### src/rtl/stoplight_pkg.sv
// Shared types and constants for the stoplight reaction game.
package stoplight_pkg;

  localparam int BCD_W   = 4;
  localparam int LIVES_W = 3;
  localparam logic [BCD_W-1:0] BCD_MAX = 4'd9;

  typedef enum logic [1:0] {
    ST_RED       = 2'd0,
    ST_GREEN     = 2'd1,
    ST_YELLOW    = 2'd2,
    ST_GAME_OVER = 2'd3
  } state_t;

  function automatic int max_of3(input int a, input int b, input int c);
    int m;
    m = (a > b) ? a : b;
    return (m > c) ? m : c;
  endfunction

endpackage

### src/rtl/button_sync.sv
// Two-flop synchronizer for the raw button plus a rising-edge detector.
// press is a one-cycle pulse, combinational from the synchronized and delayed copies.
module button_sync (
  input  logic clk,
  input  logic reset,
  input  logic btn_in,
  output logic press
);

  logic r_sync1;
  logic r_sync2;
  logic r_prev;

  always_ff @(posedge clk or posedge reset) begin
    if (reset) begin
      r_sync1 <= 1'b0;
      r_sync2 <= 1'b0;
      r_prev  <= 1'b0;
    end else begin
      r_sync1 <= btn_in;
      r_sync2 <= r_sync1;
      r_prev  <= r_sync2;
    end
  end

  assign press = r_sync2 & ~r_prev;

endmodule

### src/rtl/stoplight_game_ctrl.sv
// Stoplight reaction game: phase timer, RED/GREEN/YELLOW/GAME_OVER FSM, BCD score and lives.
// Score and lives change on the edge that consumes a synchronized press pulse.
module stoplight_game_ctrl
  import stoplight_pkg::*;
#(
  parameter int RED_TICKS    = 50_000_000,
  parameter int GREEN_TICKS  = 25_000_000,
  parameter int YELLOW_TICKS = 25_000_000,
  parameter int START_LIVES  = 3
) (
  input  logic               clk,
  input  logic               reset,
  input  logic               btn,
  output logic               led_red,
  output logic               led_yellow,
  output logic               led_green,
  output logic [BCD_W-1:0]   digit_tens,
  output logic [BCD_W-1:0]   digit_ones,
  output logic [LIVES_W-1:0] lives,
  output logic               game_over
);

  localparam int MAX_TICKS = max_of3(RED_TICKS, GREEN_TICKS, YELLOW_TICKS);
  localparam int CNT_W     = (MAX_TICKS > 1) ? $clog2(MAX_TICKS) : 1;
  localparam logic [CNT_W-1:0]   RED_LAST    = CNT_W'(RED_TICKS - 1);
  localparam logic [CNT_W-1:0]   GREEN_LAST  = CNT_W'(GREEN_TICKS - 1);
  localparam logic [CNT_W-1:0]   YELLOW_LAST = CNT_W'(YELLOW_TICKS - 1);
  localparam logic [LIVES_W-1:0] LIVES_INIT  = LIVES_W'(START_LIVES);

  state_t             r_state, w_state_nxt;
  logic [CNT_W-1:0]   r_cnt, w_cnt_nxt, w_phase_last;
  logic [BCD_W-1:0]   r_tens, w_tens_nxt, r_ones, w_ones_nxt;
  logic [LIVES_W-1:0] r_lives, w_lives_nxt;
  logic               r_red_hit, w_red_hit_nxt, r_green_hit, w_green_hit_nxt;
  logic               w_press, w_last;

  button_sync u_button_sync (
    .clk    (clk),
    .reset  (reset),
    .btn_in (btn),
    .press  (w_press)
  );

  always_ff @(posedge clk or posedge reset) begin
    if (reset) begin
      r_state     <= ST_RED;
      r_cnt       <= '0;
      r_tens      <= '0;
      r_ones      <= '0;
      r_lives     <= LIVES_INIT;
      r_red_hit   <= 1'b0;
      r_green_hit <= 1'b0;
    end else begin
      r_state     <= w_state_nxt;
      r_cnt       <= w_cnt_nxt;
      r_tens      <= w_tens_nxt;
      r_ones      <= w_ones_nxt;
      r_lives     <= w_lives_nxt;
      r_red_hit   <= w_red_hit_nxt;
      r_green_hit <= w_green_hit_nxt;
    end
  end

  always_comb begin
    w_state_nxt     = r_state;
    w_cnt_nxt       = r_cnt;
    w_tens_nxt      = r_tens;
    w_ones_nxt      = r_ones;
    w_lives_nxt     = r_lives;
    w_red_hit_nxt   = r_red_hit;
    w_green_hit_nxt = r_green_hit;

    case (r_state)
      ST_GREEN:  w_phase_last = GREEN_LAST;
      ST_YELLOW: w_phase_last = YELLOW_LAST;
      default:   w_phase_last = RED_LAST;
    endcase
    w_last = (r_cnt == w_phase_last);

    if (r_state == ST_GAME_OVER) begin
      if (w_press) begin
        w_state_nxt     = ST_RED;
        w_cnt_nxt       = '0;
        w_tens_nxt      = '0;
        w_ones_nxt      = '0;
        w_lives_nxt     = LIVES_INIT;
        w_red_hit_nxt   = 1'b0;
        w_green_hit_nxt = 1'b0;
      end
    end else begin
      w_cnt_nxt = r_cnt + CNT_W'(1);

      if (w_press && (r_state == ST_RED) && !r_red_hit) begin
        w_red_hit_nxt = 1'b1;
        w_lives_nxt   = r_lives - LIVES_W'(1);
      end

      // Score saturates at 99 rather than wrapping.
      if (w_press && (r_state == ST_GREEN) && !r_green_hit) begin
        w_green_hit_nxt = 1'b1;
        if (r_ones != BCD_MAX) begin
          w_ones_nxt = r_ones + BCD_W'(1);
        end else if (r_tens != BCD_MAX) begin
          w_ones_nxt = '0;
          w_tens_nxt = r_tens + BCD_W'(1);
        end
      end

      if (w_last) begin
        w_cnt_nxt       = '0;
        w_red_hit_nxt   = 1'b0;
        w_green_hit_nxt = 1'b0;
        case (r_state)
          ST_RED:   w_state_nxt = ST_GREEN;
          ST_GREEN: w_state_nxt = ST_YELLOW;
          default:  w_state_nxt = ST_RED;
        endcase
      end

      // Losing the last life overrides any phase advance on the same edge.
      if (w_lives_nxt == '0) begin
        w_state_nxt     = ST_GAME_OVER;
        w_cnt_nxt       = '0;
        w_red_hit_nxt   = 1'b0;
        w_green_hit_nxt = 1'b0;
      end
    end
  end

  assign led_red    = (r_state == ST_RED)    || (r_state == ST_GAME_OVER);
  assign led_yellow = (r_state == ST_YELLOW) || (r_state == ST_GAME_OVER);
  assign led_green  = (r_state == ST_GREEN);
  assign game_over  = (r_state == ST_GAME_OVER);
  assign digit_tens = r_tens;
  assign digit_ones = r_ones;
  assign lives      = r_lives;

endmodule
### config.mk
export PLATFORM = sky130hd
export DESIGN_NAME = stoplight_game_ctrl
export DESIGN_NICKNAME = d
export VERILOG_FILES = /design/src/rtl/stoplight_pkg.sv /design/src/rtl/button_sync.sv /design/src/rtl/stoplight_game_ctrl.sv
export SDC_FILE = /design/constraint.sdc
export NUM_CORES = 1
export LEC_CHECK = 0
export ABC_AREA = 1
export BUFFER_PORTS_ARGS = -buffer_cell sky130_fd_sc_hd__buf_4
export CORE_ASPECT_RATIO = 0.8
export CORE_MARGIN = 2
export CORE_UTILIZATION = 60
export CTS_BUF_LIST = sky130_fd_sc_hd__clkbuf_4
export CTS_CLUSTER_SIZE = 8
export DETAILED_ROUTE_END_ITERATION = 10
export PLACE_DENSITY = 0.79
export SYNTH_ARGS = -nofsm -noshare
export SYNTH_HDL_FRONTEND = slang
export SYNTH_SLANG_ARGS = --single-unit
### constraint.sdc
create_clock -name clk -period 2.8 [get_ports clk]
set_clock_uncertainty 0.2 [all_clocks]
set_input_delay 0.14 -clock clk [delete_from_list [all_inputs] [get_ports clk]]
set_output_delay 0.14 -clock clk [all_outputs]
set_load 0.02 [all_outputs]
## Word level (Yosys, flattened, before mapping)

Cells that the tools add are included.

| operators by class | value |
|---|---|
| add/sub/neg operators | 4 |
| equality and inequality tests | 8 |
| multiply operators | 0 |
| div/mod/pow operators | 0 |
| mux-type cells | 32 |
| bitwise gates (word level) | 2 |
| shifts and indexed selects | 0 |
| magnitude comparators | 0 |
| reductions and logical operators | 22 |

Operators by type and width:

| kind | number |
|---|---|
| 26-bit 2-to-1 mux | 5 |
| 4-bit 2-to-1 mux | 9 |
| 26-bit by 1-bit adder with 26-bit output, second input constant | 1 |
| 26-bit equality test | 1 |
| 3-bit 2-to-1 mux | 4 |
| 1-bit 2-to-1 mux | 9 |
| 4-bit by 1-bit adder with 4-bit output, second input constant | 2 |
| 2-bit 2-to-1 mux | 4 |
| 4-bit != test, second input constant | 2 |
| 4-bit nonzero test | 2 |
| 2-bit AND reduction | 3 |
| 3-bit nonzero test | 2 |
| 2-bit equality test, second input constant | 2 |
| 1-bit logical AND | 4 |
| 2-bit one-hot mux with 2 select lines | 1 |
| 4-bit AND reduction | 1 |
| 2-bit nonzero test | 2 |
| 3-bit logical NOT | 1 |
| 3-bit AND reduction | 1 |
| 3-bit by 1-bit subtractor with 3-bit output, second input constant | 1 |
| 2-bit by 1-bit equality test with 1-bit output, second input constant | 1 |
| 1-bit logical NOT | 2 |
| 2-bit logical NOT | 1 |
| 1-bit logical OR | 2 |
| 5 further kinds | 5 |

| storage, ports and cells | value |
|---|---|
| bits of input ports | 3 |
| logic and storage cells | 78 |
| bits in writable memories | 0 |
| memories | 0 |
| register bits | 44 |
| memory bits (read-only) | 0 |
| bits in latches | 0 |
| output and inout bits | 15 |

## Logic depth before layout (Yosys ltp)

Gate-level depths: netlist of the first run.

| depth | value |
|---|---|
| word-level depth | 9 |
| gate-level depth with buffers | 13 |
| gate-level depth less buffers | 13 |

## Cells and area by module

From an unflattened synthesis of the first run, not the netlist that was laid out.

| unflattened totals | value |
|---|---|
| cell total of the unflattened synthesis | 362 |
| area, all modules | 2731.4 sq um |

Modules (own cells, without submodules):

| module | area each (sq um) | times used | seq. area each (sq um) | cells each |
|---|---|---|---|---|
| stoplight_game_ctrl | 2642.5 | 1 | 1028.5 | 356 |
| button_sync | 88.8 | 1 | 75.1 | 6 |

## Worst setup path after synthesis of the first run

OpenSTA, ideal clock, no wires.

| timing | value |
|---|---|
| path type | reg2reg |
| start | reg r_state[0] |
| end | reg r_cnt[10] |
| setup time | 132 ps |
| path buffers | 1 |
| arrival | 1713 ps |
| cell stages (with the launch flop) | 12 |
| required time | 2468 ps |
| setup slack | 755 ps |
| cells stage by stage | dfrtp_1 -> inv_1 -> ha_1 -> inv_1 -> nand2_1 -> nand2_1 -> nand2_1 -> nor2_1 -> nand3_2 -> nand3_4 -> buf_6 -> o22ai_1 |

| on the way | value |
|---|---|
| word-level cells in the longest chain between the ends | 8 |
| elaborated cells between the ends (all ways) | 16 |
| classes of those cells | 5 x eq/ne; 6 x mux; 5 x reduce/logical |

RTL lines:

| what | RTL line | source |
|---|---|---|
| from (decl) | stoplight_game_ctrl.sv:30 | `state_t r_state, w_state_nxt;` |
| from (signal assigned) | stoplight_game_ctrl.sv:54 | `r_state <= w_state_nxt;` |
| branches (longest 8 deep; another with 26-bit 2-to-1 mux) | n/a |  |
| to (signal assigned) | stoplight_game_ctrl.sv:55 | `r_cnt <= w_cnt_nxt;` |
| to (decl) | stoplight_game_ctrl.sv:31 | `logic [CNT_W-1:0] r_cnt, w_cnt_nxt, w_phase_last;` |

Several ways; the timed one is not identified. The select of a mux whose other input is x is not followed.
A chain may end at the register's enable or synchronous reset.

## Final worst setup path of the first run

| timing | value |
|---|---|
| start | reg r_state[0] |
| end | reg r_red_hit |

| on the way | value |
|---|---|
| word-level cells in the longest chain between the ends | 8 |
| elaborated cells between the ends (all ways) | 18 |
| classes of those cells | 5 x eq/ne; 6 x mux; 7 x reduce/logical |

RTL lines:

| what | RTL line | source |
|---|---|---|
| branches (longest 8 deep; another with 26-bit 2-to-1 mux) | n/a |  |
| to (signal assigned) | stoplight_game_ctrl.sv:59 | `r_red_hit <= w_red_hit_nxt;` |
| to (decl) | stoplight_game_ctrl.sv:34 | `logic r_red_hit, w_red_hit_nxt, r_green_hit, w_green_hit_nxt;` |

Several ways; the timed one is not identified. The select of a mux whose other input is x is not followed.

==> impl_metrics.yaml, run 1 <==
outcome:
  status: "completed"
detailed_routing:
  wirelength_mm: 5.57
  drt_pass1_iterations: 5
  drtIter0Drc: 197
  vias: 2321
  wl_per_cell_um: 12.7
  viasPerCell: 5.31
  remaining_drc_errors: 0
  ant_nets: 0
finish:
  num_antenna_cells: 0
  fin_nets: 393
  syn2layout_area_growth_pct: 9.65
  final_common_cell: "nand2_1"
  final_cell_mix: "nand2_1, inv_1, dfrtp_1"
  final_layout_size_suffix_gt1_share_pct: 13.2
  fin_cells: 437
synthesis:
  synth-async-reset-ratio_pct: 100
  yosysSeqAreaShare_pct: 40.9
  avgSynthCellArea_um2: 7.57
  synthesis.nets: 369
  syn-cell-area_um2: 2700
  synth_area_leaders: "dfrtp_1, nand2_1, inv_1"
  synth.distinct_cells: 34
  synthFlopType: "dfrtp_1"
  syn-instance-count: 356
  synth_edf_count: 0
  synth_top_area_share_pct: 39.0
  yosys_register_bits: 44
  synth_top_area_cell: "dfrtp_1"
  yosysWarnings: 0
power:
  p_leak_nw: 1.36
  power-per-cell-area_nw_per_um2: 697
  p_comb_share_pct: 42.6
  p_clk_share_pct: 14.4
  netSwitchingFraction_pct: 42.6
  peakVddDrop_mv: 0.577
  power_frac_seq_pct: 42.9
  p_switching_mw: 0.878
  internal_power_mw: 1.18
sta:
  fmax_mhz: 438
  fin_tns_setup_ns: 0
  rsz0062_at_grt: "no"
  hold_viol: 0
  tightest_slew_ns: 1.08
  relSlewSlack_pct: 27.3
  fin_crit_ns: 2.29
  slew_viol_final: 0
  setup_viol: 0
  finalCritPeriodShare_pct: 81.6
clocking:
  cts_made_buffers: 5
  cts_tree: "yes"
  post-cts-setup-buffer-count: 0
  ctsHoldBuffers: 2
  ctsRootBufferMaster: "clkbuf_4"
  cts_resized: 0
  clkTransAtPathRegs_ns: 0.11
  cts_sinks: 44
  clk_path_buf_depth: 2
  clock_latency_ns: 0.36
  cts_max_level: 2
min_path:
  hold_class: "reg -> reg"
global_routing:
  overflow: 0
  grt_antenna_before_repair: 0
  grt_pass1_wl_mm: 9.91
  grt_pass1_vias: 2137
  grt_use_total_pct: 25.0
  grt_max_degree: 32
worst_setup_path:
  critPathMaxFanout: 19
  critical-path-max-stage-delay_ns: 0.45
  crit_buf_inv: 3
  path_delay_family: "simple AND/OR/NAND/NOR gates"
  path_common_cell: "nand2_1"
  critPathKind: "reg -> reg"
  worst_setup_path_end_kind: "flop"
  crit_slowest_cell: "dfrtp_1"
  cp-start-kind: "flop"
  crit_chain: "inv_1, ha_1, inv_1, nand2_1, nand2_1, nand2_1, nor2_1, nand3_2, nand3_4, nand2_4, inv_4, nor2_1"
  cp_data_required_time_ns: 2.85
  worstPathArrival_ns: 2.33
placement:
  placed_cells: 428
  place_congestion: 0.963
  dpl.hpwl_mm: 4.25
  io_buffer_count: 17
floorplanning:
  die_h_um: 64.0
  top_level_ports: 18
  coreArea_um2: 4260
  initial_utilization_pct: 63.3
  die-area_um2: 5050
  die_w_um: 79.0
  rows: 21
flow_run:
  cap_violations: 0
## registers in the layout, indices dropped and copies added (netlist names)
name / cells
r_state: 2
digit_tens: 4
r_green_hit: 1
u_button_sync.r_sync1: 1
lives: 3
u_button_sync.r_sync2: 1
r_red_hit: 1
u_button_sync.r_prev: 1
digit_ones: 4
r_cnt: 26
## through the flow
step	setup WS, ns	instance area (µm²)	total power, mW	hold WS (ns)	util [%]
2_1_floorplan	0.755	2700	1.50	-0.0286	-
3_3_place_gp	0.682	2890	1.73	0.0499	67.8
3_5_place_dp	0.585	2890	1.77	0.0544	67.8
4_1_cts	0.535	2960	2.07	0.170	69.5
5_1_grt	0.374	2960	2.24	0.192	69.5
6_report	0.515	2960	2.06	0.176	69.5
## cell families (layout without fill, tap and decap cells)
family	after synthesis	count (layout)	share of synthesized area, %
AND/OR/NAND/NOR	194	194	32.6
buffers and inverters	56	80	8.35
flip-flops	44	44	40.9
AO/OA/AOI/OAI	32	32	7.01
XOR/XNOR	20	20	6.50
adder cells (fa/ha/maj)	10	10	4.64
## Yosys cell counts, types with 2 or more instances
library cell	n
inv_1	47
nor2_1	39
nor2_2	2
o31ai_1	3
o21ai_2	2
o22ai_1	8
o21ai_1	5
clkbuf_1	2
o21ai_0	11
xor2_1	17
nand4_1	7
nand3_1	16
inv_2	2
nor2_4	3
xnor2_1	3
ha_1	10
a21oi_1	2
dfrtp_1	42
nand2_1	107
nand3_2	5
nor3_1	9
dfstp_2	2
## per-layer routing
layer  up-vias  GRT usage [%]  routed length, µm
met5         -              0                  0
met4         0           5.82                 42
met3         5           5.23                346
met2        80           36.8               2370
met1      1069           38.1               2810
li1       1167              -                  -
## layout make-up
| cell class | count | area, µm² |
|---|---|---|
| Fill cell | 338 | 1300 |
| Clock inverter | 1 | 5.00 |
| Inverter | 51 | 194 |
| Clock buffer | 6 | 45.0 |
| Sequential cell | 44 | 1100 |
| Multi-Input combinational cell | 256 | 1370 |
| Tap cell | 57 | 71.3 |
| Timing Repair Buffer | 22 | 170 |
## power by group through the flow
| stage | Combinational, mW | Clock (mW) | Sequential (mW) |
|---|---|---|---|
| CTS | 0.883 | 0.307 | 0.884 |
| global placement | 0.844 | 0 | 0.888 |
| finish | 0.879 | 0.298 | 0.885 |
| floorplan | 0.575 | 0 | 0.929 |
| detailed placement | 0.875 | 0 | 0.893 |
| global route | 1.00 | 0.338 | 0.905 |
## path summary, 6_finish.rpt
check | startpoint | end | cells after the start | slack (ns)
worst max-delay path | r_state[0] | r_red_hit | 12 | 0.51
worst min-delay path | u_button_sync.r_sync1 | u_button_sync.r_sync2 | 0 | 0.18
worst max register to register | r_state[0] | r_red_hit | 12 | 0.51
worst min register to register | u_button_sync.r_sync1 | u_button_sync.r_sync2 | 0 | 0.18
max in group asynchronous | reset | r_cnt[8] | 4 | 1.46
min in group asynchronous | reset | digit_ones[2] | 3 | 0.27
## worst register-to-register path, stage by stage (launching register included)
cell and delay, ns:
dfrtp_1 0.45, inv_1 0.11, ha_1 0.36, inv_1 0.13
nand2_1 0.06, nand2_1 0.06, nand2_1 0.05, nor2_1 0.13
nand3_2 0.12, nand3_4 0.24, nand2_4 0.11, inv_4 0.12
nor2_1 0.05
Note: power is estimated with default switching activity, not from simulation.
==> run 2: changes to the inputs <==
--- a/config.mk
+++ b/config.mk
@@ -5,7 +5,7 @@
 export SDC_FILE = /design/constraint.sdc
 export NUM_CORES = 1
 export LEC_CHECK = 0
-export ABC_AREA = 1
+export ABC_AREA = 0
 export BUFFER_PORTS_ARGS = -buffer_cell sky130_fd_sc_hd__buf_4
 export CORE_ASPECT_RATIO = 0.8
 export CORE_MARGIN = 2
==> constraint.sdc (replaced) <==
create_clock -name clk -period 2.4 [get_ports clk]
set_clock_uncertainty 0.2 [all_clocks]
set_input_delay 0.12 -clock clk [delete_from_list [all_inputs] [get_ports clk]]
set_output_delay 0.12 -clock clk [all_outputs]
set_load 0.02 [all_outputs]
==> run 2 against run 1 <==
Against the previous run:
- the flow now finishes with violations (negative setup slack)
- maximum frequency decreased by 14%
- sequential power increased by 16%
- worst hold slack got worse by 0.0094 ns
- register-to-register slack got worse by 0.77 ns
- power increased by 42%
- via count increased by 5.7%
- non-clock buffer count increased by 35
- clock-buffer cell count decreased by 1
- sequential cell count unchanged
- combinational power increased by 63%
- wire length increased by 18%
- die area decreased by 4.6%
==> impl_metrics.yaml, run 2 <==
synthesis:
  synth_edf_count: 0
  synth_area_leaders: "dfrtp_1, ha_1, o21ai_0"
  syn-instance-count: 281
  synth_common_cells: "dfrtp_1, nand2_1, o21ai_0"
  synth.distinct_cells: 50
  synth_top_area_share_pct: 41.0
  yosys_register_bits: 44
  synth_top_area_cell: "dfrtp_1"
  synthesis.nets: 294
  syn-cell-area_um2: 2570
  yosysMostFrequentCell: "dfrtp_1"
  avgSynthCellArea_um2: 9.13
  synth-async-reset-ratio_pct: 100
  yosysWarnings: 0
  yosysSeqAreaShare_pct: 43.0
  synthFlopType: "dfrtp_1"
global_routing:
  grt_max_degree: 45
  grt_use_total_pct: 28.4
  grt_pass1_wl_mm: 10.8
  grt_pass1_vias: 2247
  overflow: 0
  grt_antenna_before_repair: 0
detailed_routing:
  highest_layer: "met4"
  wirelength_mm: 6.58
  met1_length_mm: 3.08
  met3_length_um: 455
  remaining_drc_errors: 0
  ant_nets: 0
  wl_met2_mm: 2.94
  drt_pass1_iterations: 7
  viasPerCell: 6.24
  vias: 2453
  drtIter0Drc: 173
  wl_per_cell_um: 16.7
placement:
  place_congestion: 0.885
  placed_cells: 382
  dp_slack_ns: -0.186
  io_buffer_count: 17
  dpl.hpwl_mm: 4.54
clocking:
  clock_latency_ns: 0.36
  ctsRootBufferMaster: "clkbuf_4"
  clkTransAtPathRegs_ns: 0.12
  clk_path_buf_depth: 2
  cts_made_buffers: 5
  cts_sinks: 44
  cts_tree: "yes"
  cts_max_level: 2
sta:
  tightest_slew_ns: 0.608
  finalCritPeriodShare_pct: 110
  rsz0062_at_grt: "yes"
  layout_setup_ws_ns: -0.250
  setup_viol: 30
  slew_viol_final: 0
  hold_viol: 0
  fmax_mhz: 377
  fin_crit_ns: 2.65
  relSlewSlack_pct: 59.1
worst_setup_path:
  timing.rr.start: "r_state[0]"
  critPathKind: "reg -> reg"
  cp-start-kind: "flop"
  worst_setup_path_end_kind: "flop"
  critPathMaxFanout: 5
  worstPathArrival_ns: 2.74
  startpoint: "r_state[0]"
  cp_data_required_time_ns: 2.49
finish:
  multi_input_comb_area_um2: 1430
  layout.area.seq_um2: 1100
  final_cell_mix: "buf_4, dfrtp_1, nand2_1"
  largest_register: "r_cnt"
  final_common_cell: "buf_4"
  largest_reg_flops: 26
  n_fill_cell: 302
  fin_nets: 348
  num_antenna_cells: 0
  fin_cells: 393
  final_layout_size_suffix_gt1_share_pct: 23.8
  syn2layout_area_growth_pct: 24.3
min_path:
  hold_class: "reg -> reg"
  min-delay-start: "u_button_sync.r_sync1"
floorplanning:
  initial_utilization_pct: 61.8
  top_level_ports: 18
  coreArea_um2: 4150
  die-area_um2: 4820
  rows: 21
  die_h_um: 62.5
  die_w_um: 77.1
power:
  peakVddDrop_mv: 0.724
  power-per-cell-area_nw_per_um2: 915
  p_leak_nw: 1.38
outcome:
  violations: "negative setup slack"
  status: "finished, violations left"
flow_run:
  cap_violations: 0
run 2: cell count changes after synthesis, sizes merged, moves of 5 or more:
cell | before | now
a31oi | 0 | 9
nor2 | 44 | 20
nor4 | 0 | 6
o21ai | 18 | 23
nor3 | 10 | 5
inv | 50 | 15
xor2 | 17 | 7
o22ai | 8 | 2
nand2 | 109 | 29
run 2: path summary, 6_finish.rpt:
check	end	slack, ns	depth (start not counted)
min in group asynchronous	digit_ones[1]	0.27	4
setup reg to reg	r_state[1]	-0.25	8
hold reg to reg	u_button_sync.r_sync2	0.17	0
setup / recovery	r_state[1]	-0.25	8
max in group asynchronous	lives[0]	1.35	4
hold / removal	u_button_sync.r_sync2	0.17	0
run 2: cells by family (layout without fill, tap and decap cells):
group	Yosys count	count (layout)	share of synthesized area [%]
AO/OA/AOI/OAI	65	65	16.8
XOR/XNOR	11	11	3.75
adder cells (fa/ha/maj)	10	10	4.88
buffers and inverters	25	80	4.49
flip-flops	44	44	43.0
multiplexers	4	4	1.56
AND/OR/NAND/NOR	122	122	25.5
run 2: repair_timing:
| item | in CTS | in global routing |
|---|---|---|
| gates cloned | 0 | 0 |
| buffers inserted | 1 | 0 |
| gates resized for setup | 8 | 13 |
| endpoints found under the hold margin | 43 | 0 |
| hold buffers | 2 | 0 |
| endpoints found under the setup margin | 30 | 30 |
| pin swaps | 3 | 7 |
run 2: report_power, final:
part           switching [mW]  internal (mW)  total [mW]
Sequential              0.143          0.891        1.03
Clock                   0.239          0.213       0.452
Combinational           0.803          0.628        1.43
Total                    1.19           1.73        2.92
run 2: layout make-up:
cell class / count / share of cell area [%]
well taps: 57 / 2.24
clock inverters: 3 / 1.18
inverters: 15 / 1.77
clock buffers: 5 / 1.18
multi-input cells: 212 / 44.9
flip-flops and latches: 44 / 34.6
repair buffers: 57 / 14.2
run 2: worst max-delay path, stage by stage (launching register included):
cell      delay, ns
dfrtp_1        0.39
inv_2          0.06
ha_4           0.25
or4bb_1        0.46
a211o_1        0.28
a2111o_1       0.42
a21oi_2        0.22
buf_4          0.14
mux2i_1        0.16
run 2: per-layer routing:
layer / track usage (%) / up-vias
li1: - / 1154
met5: 0 / -
met4: 8.93 / 0
met2: 41.5 / 111
met1: 42.2 / 1173
met3: 6.07 / 15
run 2: stage by stage:
step | hold WS, ns | power (mW) | utilization (%) | setup TNS [ns] | instance area, µm²
2_1_floorplan | -0.0486 | 1.82 | - | -3.76 | 2580
3_3_place_gp | 0.0306 | 2.33 | 72.2 | -2.07 | 3000
3_5_place_dp | 0.0309 | 2.37 | 72.2 | -3.46 | 3000
4_1_cts | 0.169 | 2.85 | 75.3 | -4.18 | 3130
5_1_grt | 0.171 | 3.10 | 76.8 | -8.50 | 3190
6_report | 0.167 | 2.92 | 76.8 | -5.71 | 3190
